--- src/rtl/bp_sacc_memcpy_pkg.sv ---
// Shared types and constants for the sacc memcpy accelerator: mem message
// layout, CSR map, status bit positions and dword address helper.
package bp_sacc_memcpy_pkg;

    localparam int unsigned paddr_width_p  = 40;
    localparam int unsigned dword_width_p  = 64;
    localparam int unsigned lce_id_width_p = 4;

    typedef enum logic [3:0] {
        e_cce_mem_rd    = 4'b0000,
        e_cce_mem_wr    = 4'b0001,
        e_cce_mem_uc_rd = 4'b0010,
        e_cce_mem_uc_wr = 4'b0011
    } bp_cce_mem_cmd_type_e;

    typedef enum logic [2:0] {
        e_mem_size_1  = 3'b000,
        e_mem_size_2  = 3'b001,
        e_mem_size_4  = 3'b010,
        e_mem_size_8  = 3'b011,
        e_mem_size_16 = 3'b100,
        e_mem_size_32 = 3'b101,
        e_mem_size_64 = 3'b110
    } bp_mem_size_e;

    typedef enum logic [0:0] {
        e_sacc_vdp     = 1'b0,
        e_sacc_memcpy  = 1'b1
    } bp_sacc_type_e;

    typedef struct packed {
        logic [lce_id_width_p-1:0] lce_id;
    } bp_cce_mem_payload_s;

    typedef struct packed {
        bp_cce_mem_payload_s       payload;
        bp_mem_size_e              size;
        logic [paddr_width_p-1:0]  addr;
        bp_cce_mem_cmd_type_e      msg_type;
    } bp_cce_mem_msg_header_s;

    typedef struct packed {
        bp_cce_mem_msg_header_s    header;
        logic [dword_width_p-1:0]  data;
    } bp_cce_mem_msg_s;

    localparam int unsigned cce_mem_msg_width_lp = $bits(bp_cce_mem_msg_s);

    localparam logic [7:0] bp_sacc_memcpy_src_csr_addr_gp    = 8'h00;
    localparam logic [7:0] bp_sacc_memcpy_dst_csr_addr_gp    = 8'h08;
    localparam logic [7:0] bp_sacc_memcpy_len_csr_addr_gp    = 8'h10;
    localparam logic [7:0] bp_sacc_memcpy_start_csr_addr_gp  = 8'h18;
    localparam logic [7:0] bp_sacc_memcpy_status_csr_addr_gp = 8'h20;
    localparam logic [7:0] bp_sacc_memcpy_count_csr_addr_gp  = 8'h28;

    localparam int unsigned bp_sacc_memcpy_status_busy_bit_gp = 0;
    localparam int unsigned bp_sacc_memcpy_status_done_bit_gp = 1;
    localparam int unsigned bp_sacc_memcpy_status_err_bit_gp  = 2;

    // base + 8*idx, wrapping modulo the physical address width
    function automatic logic [paddr_width_p-1:0] bp_sacc_memcpy_dword_addr(
        input logic [paddr_width_p-1:0] base,
        input logic [paddr_width_p-1:0] idx
    );
        return base + (idx << 3);
    endfunction

endpackage

--- src/rtl/bp_sacc_memcpy_if.sv ---
// Bundle of the four io message channels around the memcpy accelerator:
// CSR cmd/resp from the io-CCE and copy cmd/resp toward the LCE link.
interface bp_sacc_memcpy_if;
    import bp_sacc_memcpy_pkg::*;

    bp_cce_mem_msg_s io_cmd_i;
    logic            io_cmd_v_i;
    logic            io_cmd_ready_o;

    bp_cce_mem_msg_s io_resp_o;
    logic            io_resp_v_o;
    logic            io_resp_yumi_i;

    bp_cce_mem_msg_s io_cmd_o;
    logic            io_cmd_v_o;
    logic            io_cmd_yumi_i;

    bp_cce_mem_msg_s io_resp_i;
    logic            io_resp_v_i;
    logic            io_resp_ready_o;

    // Accelerator side
    modport slave (
        input  io_cmd_i, io_cmd_v_i,
        output io_cmd_ready_o,
        output io_resp_o, io_resp_v_o,
        input  io_resp_yumi_i,
        output io_cmd_o, io_cmd_v_o,
        input  io_cmd_yumi_i,
        input  io_resp_i, io_resp_v_i,
        output io_resp_ready_o
    );

    // io-CCE / LCE-link side
    modport master (
        output io_cmd_i, io_cmd_v_i,
        input  io_cmd_ready_o,
        input  io_resp_o, io_resp_v_o,
        output io_resp_yumi_i,
        input  io_cmd_o, io_cmd_v_o,
        output io_cmd_yumi_i,
        output io_resp_i, io_resp_v_i,
        input  io_resp_ready_o
    );

endinterface

--- src/rtl/bp_sacc_memcpy_csr.sv ---
// CSR slave for the memcpy accelerator: accepts one uncached cmd, answers it
// the next cycle, and owns the SRC/DST/LEN registers and the START pulse.
module bp_sacc_memcpy_csr
    import bp_sacc_memcpy_pkg::*;
#(
    parameter int unsigned len_width_p = 32
) (
    input  logic                      clk_i,
    input  logic                      reset_n_i,

    input  bp_cce_mem_msg_s           cmd_i,
    input  logic                      cmd_v_i,
    output logic                      cmd_ready_o,

    output bp_cce_mem_msg_s           resp_o,
    output logic                      resp_v_o,
    input  logic                      resp_yumi_i,

    input  logic                      busy_i,
    input  logic                      done_i,
    input  logic                      err_i,
    input  logic [len_width_p-1:0]    count_i,

    output logic [paddr_width_p-1:0]  src_o,
    output logic [paddr_width_p-1:0]  dst_o,
    output logic [len_width_p-1:0]    len_o,
    output logic                      start_o
);

    typedef enum logic {
        e_cfg_ready = 1'b0,
        e_cfg_resp  = 1'b1
    } cfg_state_e;

    cfg_state_e                r_state, w_state_n;
    logic [paddr_width_p-1:0]  r_src, w_src_n;
    logic [paddr_width_p-1:0]  r_dst, w_dst_n;
    logic [len_width_p-1:0]    r_len, w_len_n;
    logic                      r_start, w_start_n;
    bp_cce_mem_msg_s           r_resp, w_resp_n;

    logic [dword_width_p-1:0]  w_rd_data;
    logic [2:0]                w_status;
    logic [7:0]                w_offset;
    logic                      w_is_rd;
    logic                      w_is_wr;
    logic                      w_unused_ok;

    assign w_offset = cmd_i.header.addr[7:0];
    assign w_is_rd  = (cmd_i.header.msg_type == e_cce_mem_uc_rd);
    assign w_is_wr  = (cmd_i.header.msg_type == e_cce_mem_uc_wr);

    assign w_unused_ok = &{1'b0, cmd_i.data[dword_width_p-1:paddr_width_p]};

    // Read mux; STATUS/COUNT reflect the live values at accept time
    always_comb begin
        w_status = '0;
        w_status[bp_sacc_memcpy_status_busy_bit_gp] = busy_i;
        w_status[bp_sacc_memcpy_status_done_bit_gp] = done_i;
        w_status[bp_sacc_memcpy_status_err_bit_gp]  = err_i;
        case (w_offset)
            bp_sacc_memcpy_src_csr_addr_gp:    w_rd_data = dword_width_p'(r_src);
            bp_sacc_memcpy_dst_csr_addr_gp:    w_rd_data = dword_width_p'(r_dst);
            bp_sacc_memcpy_len_csr_addr_gp:    w_rd_data = dword_width_p'(r_len);
            bp_sacc_memcpy_status_csr_addr_gp: w_rd_data = dword_width_p'(w_status);
            bp_sacc_memcpy_count_csr_addr_gp:  w_rd_data = dword_width_p'(count_i);
            default:                           w_rd_data = '0;
        endcase
    end

    always_comb begin
        w_state_n = r_state;
        w_src_n   = r_src;
        w_dst_n   = r_dst;
        w_len_n   = r_len;
        w_start_n = 1'b0;
        w_resp_n  = r_resp;
        case (r_state)
            e_cfg_ready: begin
                if (cmd_v_i) begin
                    w_state_n       = e_cfg_resp;
                    w_resp_n.header = cmd_i.header;
                    w_resp_n.data   = w_is_rd ? w_rd_data : '0;
                    // Config writes are acked but dropped while a copy runs
                    if (w_is_wr && !busy_i) begin
                        case (w_offset)
                            bp_sacc_memcpy_src_csr_addr_gp:   w_src_n   = paddr_width_p'(cmd_i.data);
                            bp_sacc_memcpy_dst_csr_addr_gp:   w_dst_n   = paddr_width_p'(cmd_i.data);
                            bp_sacc_memcpy_len_csr_addr_gp:   w_len_n   = len_width_p'(cmd_i.data);
                            bp_sacc_memcpy_start_csr_addr_gp: w_start_n = 1'b1;
                            default: ;
                        endcase
                    end
                end
            end
            e_cfg_resp: begin
                if (resp_yumi_i) begin
                    w_state_n = e_cfg_ready;
                end
            end
            default: w_state_n = e_cfg_ready;
        endcase
    end

    always_ff @(posedge clk_i) begin
        if (!reset_n_i) begin
            r_state <= e_cfg_ready;
            r_src   <= '0;
            r_dst   <= '0;
            r_len   <= '0;
            r_start <= 1'b0;
            r_resp  <= '0;
        end else begin
            r_state <= w_state_n;
            r_src   <= w_src_n;
            r_dst   <= w_dst_n;
            r_len   <= w_len_n;
            r_start <= w_start_n;
            r_resp  <= w_resp_n;
        end
    end

    assign cmd_ready_o = (r_state == e_cfg_ready);
    assign resp_v_o    = (r_state == e_cfg_resp);
    assign resp_o      = r_resp;
    assign src_o       = r_src;
    assign dst_o       = r_dst;
    assign len_o       = r_len;
    assign start_o     = r_start;

endmodule

--- src/rtl/bp_sacc_memcpy.sv ---
// Memcpy accelerator top: copies LEN dwords from SRC to DST as one uncached
// read then one uncached write per dword, strictly one transaction in flight.
module bp_sacc_memcpy
    import bp_sacc_memcpy_pkg::*;
#(
    parameter int unsigned len_width_p = 32
) (
    input  logic                       clk_i,
    input  logic                       reset_n_i,
    input  logic [lce_id_width_p-1:0]  lce_id_i,
    bp_sacc_memcpy_if.slave            io
);

    typedef enum logic [2:0] {
        e_idle    = 3'd0,
        e_rd_req  = 3'd1,
        e_rd_wait = 3'd2,
        e_wr_req  = 3'd3,
        e_wr_wait = 3'd4
    } copy_state_e;

    copy_state_e               r_state, w_state_n;
    logic                      r_busy, w_busy_n;
    logic                      r_done, w_done_n;
    logic                      r_err, w_err_n;
    logic [len_width_p-1:0]    r_count, w_count_n;
    logic [dword_width_p-1:0]  r_data, w_data_n;

    logic [paddr_width_p-1:0]  w_src;
    logic [paddr_width_p-1:0]  w_dst;
    logic [len_width_p-1:0]    w_len;
    logic                      w_start;
    logic [len_width_p-1:0]    w_count_inc;
    logic [paddr_width_p-1:0]  w_rd_addr;
    logic [paddr_width_p-1:0]  w_wr_addr;
    logic                      w_unused_ok;

    bp_sacc_memcpy_csr #(
        .len_width_p (len_width_p)
    ) u_csr (
        .clk_i       (clk_i),
        .reset_n_i   (reset_n_i),
        .cmd_i       (io.io_cmd_i),
        .cmd_v_i     (io.io_cmd_v_i),
        .cmd_ready_o (io.io_cmd_ready_o),
        .resp_o      (io.io_resp_o),
        .resp_v_o    (io.io_resp_v_o),
        .resp_yumi_i (io.io_resp_yumi_i),
        .busy_i      (r_busy),
        .done_i      (r_done),
        .err_i       (r_err),
        .count_i     (r_count),
        .src_o       (w_src),
        .dst_o       (w_dst),
        .len_o       (w_len),
        .start_o     (w_start)
    );

    assign w_count_inc = r_count + len_width_p'(1);
    assign w_rd_addr   = bp_sacc_memcpy_dword_addr(w_src, paddr_width_p'(r_count));
    assign w_wr_addr   = bp_sacc_memcpy_dword_addr(w_dst, paddr_width_p'(r_count));
    assign w_unused_ok = &{1'b0, io.io_resp_i.header.addr, io.io_resp_i.header.size,
                           io.io_resp_i.header.payload};

    // Copy-engine next state; a wrong-type response aborts with err set
    always_comb begin
        w_state_n = r_state;
        w_busy_n  = r_busy;
        w_done_n  = r_done;
        w_err_n   = r_err;
        w_count_n = r_count;
        w_data_n  = r_data;
        case (r_state)
            e_idle: begin
                if (w_start) begin
                    w_done_n  = 1'b0;
                    w_err_n   = 1'b0;
                    w_count_n = '0;
                    if (w_len == '0) begin
                        w_done_n = 1'b1;
                    end else begin
                        w_busy_n  = 1'b1;
                        w_state_n = e_rd_req;
                    end
                end
            end
            e_rd_req: begin
                if (io.io_cmd_yumi_i) begin
                    w_state_n = e_rd_wait;
                end
            end
            e_rd_wait: begin
                if (io.io_resp_v_i) begin
                    if (io.io_resp_i.header.msg_type == e_cce_mem_uc_rd) begin
                        w_data_n  = io.io_resp_i.data;
                        w_state_n = e_wr_req;
                    end else begin
                        w_err_n   = 1'b1;
                        w_busy_n  = 1'b0;
                        w_done_n  = 1'b0;
                        w_state_n = e_idle;
                    end
                end
            end
            e_wr_req: begin
                if (io.io_cmd_yumi_i) begin
                    w_state_n = e_wr_wait;
                end
            end
            e_wr_wait: begin
                if (io.io_resp_v_i) begin
                    if (io.io_resp_i.header.msg_type == e_cce_mem_uc_wr) begin
                        w_count_n = w_count_inc;
                        if (w_count_inc == w_len) begin
                            w_busy_n  = 1'b0;
                            w_done_n  = 1'b1;
                            w_state_n = e_idle;
                        end else begin
                            w_state_n = e_rd_req;
                        end
                    end else begin
                        w_err_n   = 1'b1;
                        w_busy_n  = 1'b0;
                        w_done_n  = 1'b0;
                        w_state_n = e_idle;
                    end
                end
            end
            default: w_state_n = e_idle;
        endcase
    end

    always_ff @(posedge clk_i) begin
        if (!reset_n_i) begin
            r_state <= e_idle;
            r_busy  <= 1'b0;
            r_done  <= 1'b0;
            r_err   <= 1'b0;
            r_count <= '0;
            r_data  <= '0;
        end else begin
            r_state <= w_state_n;
            r_busy  <= w_busy_n;
            r_done  <= w_done_n;
            r_err   <= w_err_n;
            r_count <= w_count_n;
            r_data  <= w_data_n;
        end
    end

    // Outbound cmd is a pure function of registers, so it holds through a stall
    always_comb begin
        io.io_cmd_o                       = '0;
        io.io_cmd_o.header.payload.lce_id = lce_id_i;
        io.io_cmd_o.header.size           = e_mem_size_8;
        if (r_state == e_wr_req) begin
            io.io_cmd_o.header.msg_type = e_cce_mem_uc_wr;
            io.io_cmd_o.header.addr     = w_wr_addr;
            io.io_cmd_o.data            = r_data;
        end else begin
            io.io_cmd_o.header.msg_type = e_cce_mem_uc_rd;
            io.io_cmd_o.header.addr     = w_rd_addr;
        end
    end

    assign io.io_cmd_v_o      = (r_state == e_rd_req) || (r_state == e_wr_req);
    assign io.io_resp_ready_o = (r_state == e_rd_wait) || (r_state == e_wr_wait);

endmodule

--- src/flat_wrapper.sv ---
// flat-port wrapper written by rule: the top's interface ports become plain ports
module bp_sacc_memcpy_flat import bp_sacc_memcpy_pkg::*;
#(
    parameter int unsigned len_width_p = 32
)
  (clk_i, reset_n_i, lce_id_i, io_io_cmd_i, io_io_cmd_v_i, io_io_cmd_ready_o, io_io_resp_o, io_io_resp_v_o, io_io_resp_yumi_i, io_io_cmd_o, io_io_cmd_v_o, io_io_cmd_yumi_i, io_io_resp_i, io_io_resp_v_i, io_io_resp_ready_o);
  bp_sacc_memcpy_if io_i ();
  input  logic clk_i;
  input  logic reset_n_i;
  input  logic [lce_id_width_p-1:0] lce_id_i;
  input wire logic [$bits(io_i.io_cmd_i)-1:0] io_io_cmd_i;
  input wire logic [$bits(io_i.io_cmd_v_i)-1:0] io_io_cmd_v_i;
  output wire logic [$bits(io_i.io_cmd_ready_o)-1:0] io_io_cmd_ready_o;
  output wire logic [$bits(io_i.io_resp_o)-1:0] io_io_resp_o;
  output wire logic [$bits(io_i.io_resp_v_o)-1:0] io_io_resp_v_o;
  input wire logic [$bits(io_i.io_resp_yumi_i)-1:0] io_io_resp_yumi_i;
  output wire logic [$bits(io_i.io_cmd_o)-1:0] io_io_cmd_o;
  output wire logic [$bits(io_i.io_cmd_v_o)-1:0] io_io_cmd_v_o;
  input wire logic [$bits(io_i.io_cmd_yumi_i)-1:0] io_io_cmd_yumi_i;
  input wire logic [$bits(io_i.io_resp_i)-1:0] io_io_resp_i;
  input wire logic [$bits(io_i.io_resp_v_i)-1:0] io_io_resp_v_i;
  output wire logic [$bits(io_i.io_resp_ready_o)-1:0] io_io_resp_ready_o;
  assign io_i.io_cmd_i = io_io_cmd_i;
  assign io_i.io_cmd_v_i = io_io_cmd_v_i;
  assign io_io_cmd_ready_o = io_i.io_cmd_ready_o;
  assign io_io_resp_o = io_i.io_resp_o;
  assign io_io_resp_v_o = io_i.io_resp_v_o;
  assign io_i.io_resp_yumi_i = io_io_resp_yumi_i;
  assign io_io_cmd_o = io_i.io_cmd_o;
  assign io_io_cmd_v_o = io_i.io_cmd_v_o;
  assign io_i.io_cmd_yumi_i = io_io_cmd_yumi_i;
  assign io_i.io_resp_i = io_io_resp_i;
  assign io_i.io_resp_v_i = io_io_resp_v_i;
  assign io_io_resp_ready_o = io_i.io_resp_ready_o;
  bp_sacc_memcpy #(.len_width_p(len_width_p)) u_core (.clk_i(clk_i), .reset_n_i(reset_n_i), .lce_id_i(lce_id_i), .io(io_i));
endmodule
--- config.mk ---
export PLATFORM = sky130hd
export DESIGN_NAME = bp_sacc_memcpy_flat
export DESIGN_NICKNAME = d
export VERILOG_FILES = /design/src/rtl/bp_sacc_memcpy_pkg.sv /design/src/rtl/bp_sacc_memcpy_if.sv /design/src/rtl/bp_sacc_memcpy_csr.sv /design/src/rtl/bp_sacc_memcpy.sv /design/src/flat_wrapper.sv
export SDC_FILE = /design/constraint.sdc
export NUM_CORES = 1
export LEC_CHECK = 0
export ABC_AREA = 1
export CORE_MARGIN = 5
export CORE_UTILIZATION = 30
export DETAILED_ROUTE_END_ITERATION = 8
export SYNTH_ARGS = -nofsm -noshare
export SYNTH_HDL_FRONTEND = slang
export SYNTH_SLANG_ARGS = --single-unit
--- constraint.sdc ---
create_clock -name clk_i -period 4.8 [get_ports clk_i]
set_input_delay 0.96 -clock clk_i [delete_from_list [all_inputs] [get_ports clk_i]]
set_output_delay 0.96 -clock clk_i [all_outputs]
set_load 0.1 [all_outputs]
==> results of run 1 <==
-- cell usage in the layout, fill, tap and decap left out, types with 12 or more instances in the layout --
master / n
nand2_1: 462
nor2_1: 391
clkdlybuf4s50_1: 305
dfxtp_1: 305
o21ai_0: 298
a21oi_1: 231
inv_1: 214
nand3_1: 82
buf_4: 68
clkbuf_16: 37
buf_12: 33
conb_1: 30
ha_1: 25
o22ai_1: 22
o21ai_1: 13
a21oi_2: 12
-- sequential cells by signal, summed over array words and instances (netlist names) --
register               flops
u_core.u_csr.resp_o       91
u_core.u_csr.resp_v_o      1
u_core.r_count            32
u_core.u_csr.start_o       1
u_core.u_csr.dst_o        40
u_core.r_state             3
u_core.r_busy              1
u_core.r_err               1
u_core.r_done              1
u_core.r_data             64
u_core.u_csr.len_o        32
u_core.u_csr.src_o        40
-- cells by family after synthesis --
family          after synthesis  share of synthesized area (%)
flops                       307                           38.6
buf+inv                     380                           9.90
compound gates              629                           20.8
xor+xnor                     43                           2.71
simple gates               1002                           25.3
fa+ha+maj                    34                           2.72
other cells                   2                         0.0471
-- tightest hold or removal path, cell delays in order (launching register included) --
cell	delay (ns)
dfxtp_1	0.29
inv_1	0.06
a21oi_1	0.05
-- per-layer routing --
layer,up-vias,GRT usage [%],routed length (um)
met5,-,0,58
met3,113,5.23,4840
met4,10,6.28,1930
met2,608,33.5,29800
li1,8364,-,-
met1,7928,26.9,26500
-- report_power, final --
part	switching (mW)	leakage (nW)	internal, mW
clock	1.15	0.614	1.77
sequential	0.0171	2.49	2.58
combinational	0.531	5.44	0.212
total	1.70	8.54	4.57
-- layout make-up --
type / instances / area [um2] / area share, %
timing repair buffer: 407 / 4240 / 19.0
sequential: 307 / 6150 / 27.6
tap: 688 / 861 / 3.87
clock buffer: 53 / 1080 / 4.83
antenna: 5 / 12.5 / 0.0562
clock inverter: 12 / 170 / 0.765
inverter: 223 / 840 / 3.77
multi-input combinational: 1738 / 8910 / 40.0
-- metrics by stage --
| step | instance area [um2] | setup TNS (ns) |
|---|---|---|
| 2_1_floorplan | 16500 | -1.31 |
| 3_3_place_gp | 20700 | 0 |
| 3_5_place_dp | 20700 | 0 |
| 4_1_cts | 22100 | 0 |
| 5_1_grt | 22200 | -0.349 |
| 6_report | 22300 | 0 |
-- path summary, 6_finish.rpt --
kind,startpoint,to,slack [ns],cells past startpoint
worst max-delay path,u_core.r_state[0]$_SDFFE_PN0P_,io_io_cmd_o[94],0.12,16
worst min-delay path,u_core.r_data[50]$_SDFFE_PN0P_,u_core.r_data[50]$_SDFFE_PN0P_,0.45,2
worst max register to register,u_core.r_count[1]$_SDFFE_PN0P_,u_core.r_state[0]$_SDFFE_PN0P_,1.84,16
worst min register to register,u_core.r_data[50]$_SDFFE_PN0P_,u_core.r_data[50]$_SDFFE_PN0P_,0.45,2
-- timing repair --
item	4_1_cts	5_1_grt
resized for setup	18	37
endpoints found under the setup margin	13	12
cloned	0	0
buffers inserted	2	7
pin swaps	4	12
==> impl_metrics.ini, run 1 <==
[status]
outcome = finished clean

[cells_and_area]
final_cell_count_no_fill = 3433
drive_gt1_share_pct = 9.89
area_growth_syn_to_layout_pct = 39.7
fin_util_pct = 42.4
nNetsFinal = 2988
nFillCells = 5425

[global_routing]
grt_start_max_net_pins = 129
globalRouteTotalUtil_pct = 20.6
antenna_found_initial = 8
grt_pass1_wl_mm = 93.6
grt_pass1_vias = 15900
grt_overflow_total = 0

[synthesis]
synth_common_cells = nand2_1, nor2_1, o21ai_0
ys_types = 46
yosysMostFrequentCell = nand2_1
syn-cell-area_um2 = 15900
synth-seq-cells = 307
synth_edf_count = 0
yosysTopAreaCell = dfxtp_1
yosysSeqAreaShare_pct = 38.6
synth-main-ff-cell = dfxtp_1
synth_cells = 2397
yosysWarnings = 0
syn_area_per_cell_um2 = 6.65
synth_top_area_share_pct = 38.6
ys_top_cells_by_area = dfxtp_1, nand2_1, o21ai_0
async_reset_ff_share_pct = 0

[timing]
period_share_pct = 97.5
setup_ws_ns = 0.121
holdWs_ns = 0.450
rsz0062_at_grt = true
fmax_mhz = 214
hold_viol = 0
period_minus_slack_ns = 4.68
tightest_slew_ns = 1.21
slew_headroom_pct = 19.2
fin_skew_ns = 0.0263
slew_violations = 0
setup_viol = 0

[place]
portBuffers = 364
post-place-ws_ns = 0.302
gp_congestion = 0.964
hpwl_mm = 47.2
dp.cells = 3354

[worst_setup_path]
crit_buf_inv = 4
end_kind = primary output
critPathKind = reg -> out
worst_setup_path_start_kind = register
cp_cell_sequence = inv_2, nor2_4, nand2_8, o21ai_1, ha_1, a21oi_1, nand2_1, a21oi_2, o21ai_1, a21boi_2, buf_4, o21bai_2, a21oi_1, buf_4, xnor2_4, buf_12
crit_path_max_incr_delay_ns = 0.34
critPathSlowestCell = dfxtp_2
crit_family = compound AO/OA/AOI/OAI gates
crit_arrival_ns = 3.72
crit_fanout = 16
cp.required_ns = 3.84

[clock_network]
clockRootBuffer = clkbuf_16
cts_made_buffers = 37
htreeDepth = 2
cts.path.max_buffers = 3
hold_buffers = 0
clk_latency_ns = 0.55
clkSinkCount = 307
clkTransAtPathRegs_ns = 0.06
tritoncts = yes

[routing]
num_vias = 17000
drc = 0
drtPass1Iterations = 6
vias_per_cell = 4.96
drtIter0Drc = 1309
totalWireLength_mm = 63.1
drtAntennaViolNets = 0
wire_per_inst_um = 18.4

[power]
power.density_nw_per_um2 = 282
vdd_drop_max_mv = 0.228
p_leak_nw = 8.54
p_total_mw = 6.27

[floorplan]
core_area_um2 = 52600
initial_utilization_pct = 30.3
die_x_um = 240
die_area_um2 = 57800
die_h_um = 240
rows = 84
io_pins = 474

[hold_path]
hold_class = reg -> reg

[run]
drv_cap = 0
(Power assumes the default switching activity.)
==> run 2: changes to the inputs <==
- SYNTH_HIERARCHICAL: not set -> 1
==> run 2 against run 1 <==
  * Largest power group unchanged
  * Highest routed layer unchanged
  * Fmax increased by 0.76%
  * Via count increased by 6.7%
  * Register-to-register slack improved by 0.10 ns
==> impl_metrics.ini, run 2 <==
[status]
outcome = finished clean

[routing]
drtPass1Iterations = 5
drtIter0Drc = 1415
drtAntennaViolNets = 0
drc = 0
vias_per_cell = 4.82
totalWireLength_mm = 67.8
num_vias = 18200
wire_per_inst_um = 18.0

[timing]
holdWs_ns = 0.445
period_share_pct = 96.7
rsz0062_at_grt = true
slew_violations = 0
fin_skew_ns = 0.0119
tightest_slew_ns = 1.13
setup_viol = 0
fmax_mhz = 215
slew_headroom_pct = 24.3
period_minus_slack_ns = 4.64
hold_viol = 0

[global_routing]
grt_start_max_net_pins = 129
globalRouteTotalUtil_pct = 20.5
antenna_found_initial = 4
grt_overflow_total = 0
grt_pass1_vias = 16800
grt_pass1_wl_mm = 102

[power]
p_leak_nw = 9.26
seqPwrFrac_pct = 42.1
clkPwrFrac_pct = 45.0
switching_power_mw = 1.74
p_int_mw = 4.45
netSwitchingFraction_pct = 28.1
p_total_mw = 6.18
vdd_drop_max_mv = 0.317
power.density_nw_per_um2 = 262
power_frac_comb_pct = 12.9

[synthesis]
yosysWarnings = 6
ys_types = 50
synth-main-ff-cell = dfxtp_1
synth_common_cells = nand2_1, inv_1, dfxtp_1
synth_cells = 2676
async_reset_ff_share_pct = 0
syn-cell-area_um2 = 17400
synth_top_area_share_pct = 35.4
syn_area_per_cell_um2 = 6.49
yosysSeqAreaShare_pct = 35.4
yosysMostFrequentCell = nand2_1
synth-seq-cells = 307
yosysTopAreaCell = dfxtp_1
ys_top_cells_by_area = dfxtp_1, nand2_1, a21oi_1
synth_edf_count = 0

[clock_network]
hold_buffers = 0
clkTransAtPathRegs_ns = 0.06
clockRootBuffer = clkbuf_16
tritoncts = yes
cts_made_buffers = 36
cts.path.max_buffers = 3
clkSinkCount = 307
clk_latency_ns = 0.55
htreeDepth = 2

[floorplan]
die_h_um = 251
core_area_um2 = 57600
die_area_um2 = 62800
die_x_um = 251
rows = 88
initial_utilization_pct = 30.2
io_pins = 474

[worst_setup_path]
worst_setup_path_start_kind = register
cp.required_ns = 3.84
reg2reg_depth = 16
end_kind = primary output
r2r_start = u_core/r_count[0]$_SDFFE_PN0P_
crit_fanout = 12
critPathKind = reg -> out
rrSetupSlack_ns = 1.94
timing.rr.end = u_core/r_state[0]$_SDFFE_PN0P_
crit_arrival_ns = 3.68

[place]
dp.cells = 3703
portBuffers = 364
gp_congestion = 0.942
hpwl_mm = 51.3

[run]
drv_cap = 0

[hold_path]
hold_end = u_core/r_done$_SDFFE_PN0P_
hold_class = reg -> reg
holdCritStartpoint = u_core/r_done$_SDFFE_PN0P_
hold_depth = 2

[cells_and_area]
drive_gt1_share_pct = 11.1
nNetsFinal = 3257
area_growth_syn_to_layout_pct = 35.6
nFillCells = 6111
largest_reg_flops = 91
layout_common_cells = nand2_1, inv_1, dfxtp_1, a21oi_1, nor2_1
final_cell_count_no_fill = 3773
final_common_cell = nand2_1
fin_util_pct = 40.9
[run 2: cell types whose count changed in the layout (fill, tap and decap cells not counted), sizes merged, moves of 8 or more]
cell           change
a21oi             +56
a31oi              +8
inv              +111
o22ai             -14
nor2             -100
nand3            +150
buf               +45
clkdlybuf4s50     -40
o21ai             -51
nand4             +10
o2111ai           -10
nand2            +114
[run 2: final cells by class]
type	count	area [um2]	area share, %
multi-input cells	1893	9770	41.4
flip-flops and latches	307	6150	26.1
repair buffers	412	4280	18.1
inverters	333	1260	5.34
clock buffers	48	1010	4.27
well taps	765	957	4.06
clock inverters	14	159	0.674
diodes	1	2.50	0.0106
[run 2: stage by stage]
step,instance area [um2],setup slack (ns),setup TNS (ns)
detailed placement,22100,0.248,0
finish,23600,0.156,0
CTS,23400,-0.0109,-0.0109
floorplan,17900,-0.198,-1.01
global placement,22100,0.284,0
global route,23600,-0.0294,-0.0368
[run 2: cell families after synthesis]
family / after synthesis / synth area share (%)
compound gates: 613 / 18.3
xor+xnor: 36 / 1.81
fa+ha+maj: 34 / 2.49
buf+inv: 503 / 12.5
flops: 307 / 35.4
mux: 2 / 0.115
other cells: 3 / 0.0648
simple gates: 1178 / 29.4
[run 2: routing by layer]
metal	GRT usage [%]	share of wire, %	vias to the layer above
met5	0	0.059	-
met4	4.68	2.0	6
met3	5.05	7.3	79
met2	35.0	48	558
met1	26.1	43	8322
li1	-	-	9203
[run 2: worst max path at each step]
stage                                    from                to  slack [ns]  cells after the start
2_1_floorplan  u_core/r_state[0]$_SDFFE_PN0P_   io_io_cmd_o[79]       -0.20                     15
3_3_place_gp   u_core/r_state[0]$_SDFFE_PN0P_  io_io_cmd_o[104]        0.28                     20
3_5_place_dp   u_core/r_state[0]$_SDFFE_PN0P_   io_io_cmd_o[94]        0.25                     17
4_1_cts        u_core/r_state[0]$_SDFFE_PN0P_  io_io_cmd_o[104]       -0.01                     18
5_1_grt        u_core/r_state[0]$_SDFFE_PN0P_  io_io_cmd_o[107]       -0.03                     19
6_report       u_core/r_state[0]$_SDFFE_PN0P_  io_io_cmd_o[107]        0.16                     19
[run 2: power groups by stage]
stage / Combinational (mW) / Clock, mW / Sequential [mW]
after floorplan: 0.299 / 0 / 2.91
after global placement: 0.797 / 0 / 2.66
after detailed placement: 0.796 / 0 / 2.66
after CTS: 0.798 / 2.85 / 2.60
after global routing: 0.838 / 2.96 / 2.61
final: 0.795 / 2.79 / 2.60
[run 2: critical path, stage by stage (launching register included)]
cell and delay, ns:
dfxtp_2 0.34, inv_2 0.06, nor2_4 0.14, nand2_8 0.12, inv_8 0.11, nand2_1 0.06
nand2_1 0.10, ha_4 0.17, inv_2 0.05, fa_2 0.41, o21ai_4 0.16, a21boi_2 0.10
o21bai_2 0.22, a21boi_4 0.10, o21bai_4 0.17, nand3_2 0.12, nand2_4 0.12, nand3_4 0.13
xor2_4 0.23, buf_12 0.19
[run 2: timing repair]
item	CTS	global route
gates cloned	0	0
buffers inserted	1	6
endpoints found under the hold margin	0	0
endpoints found under the setup margin	16	17
pin swaps	5	7
gates resized for setup	21	34
==> run 3: changes to the inputs <==
- SLEW_MARGIN: not set -> 10
==> results of run 3 <==
The final DEF is identical to that of run 2; final timing and power are the same.
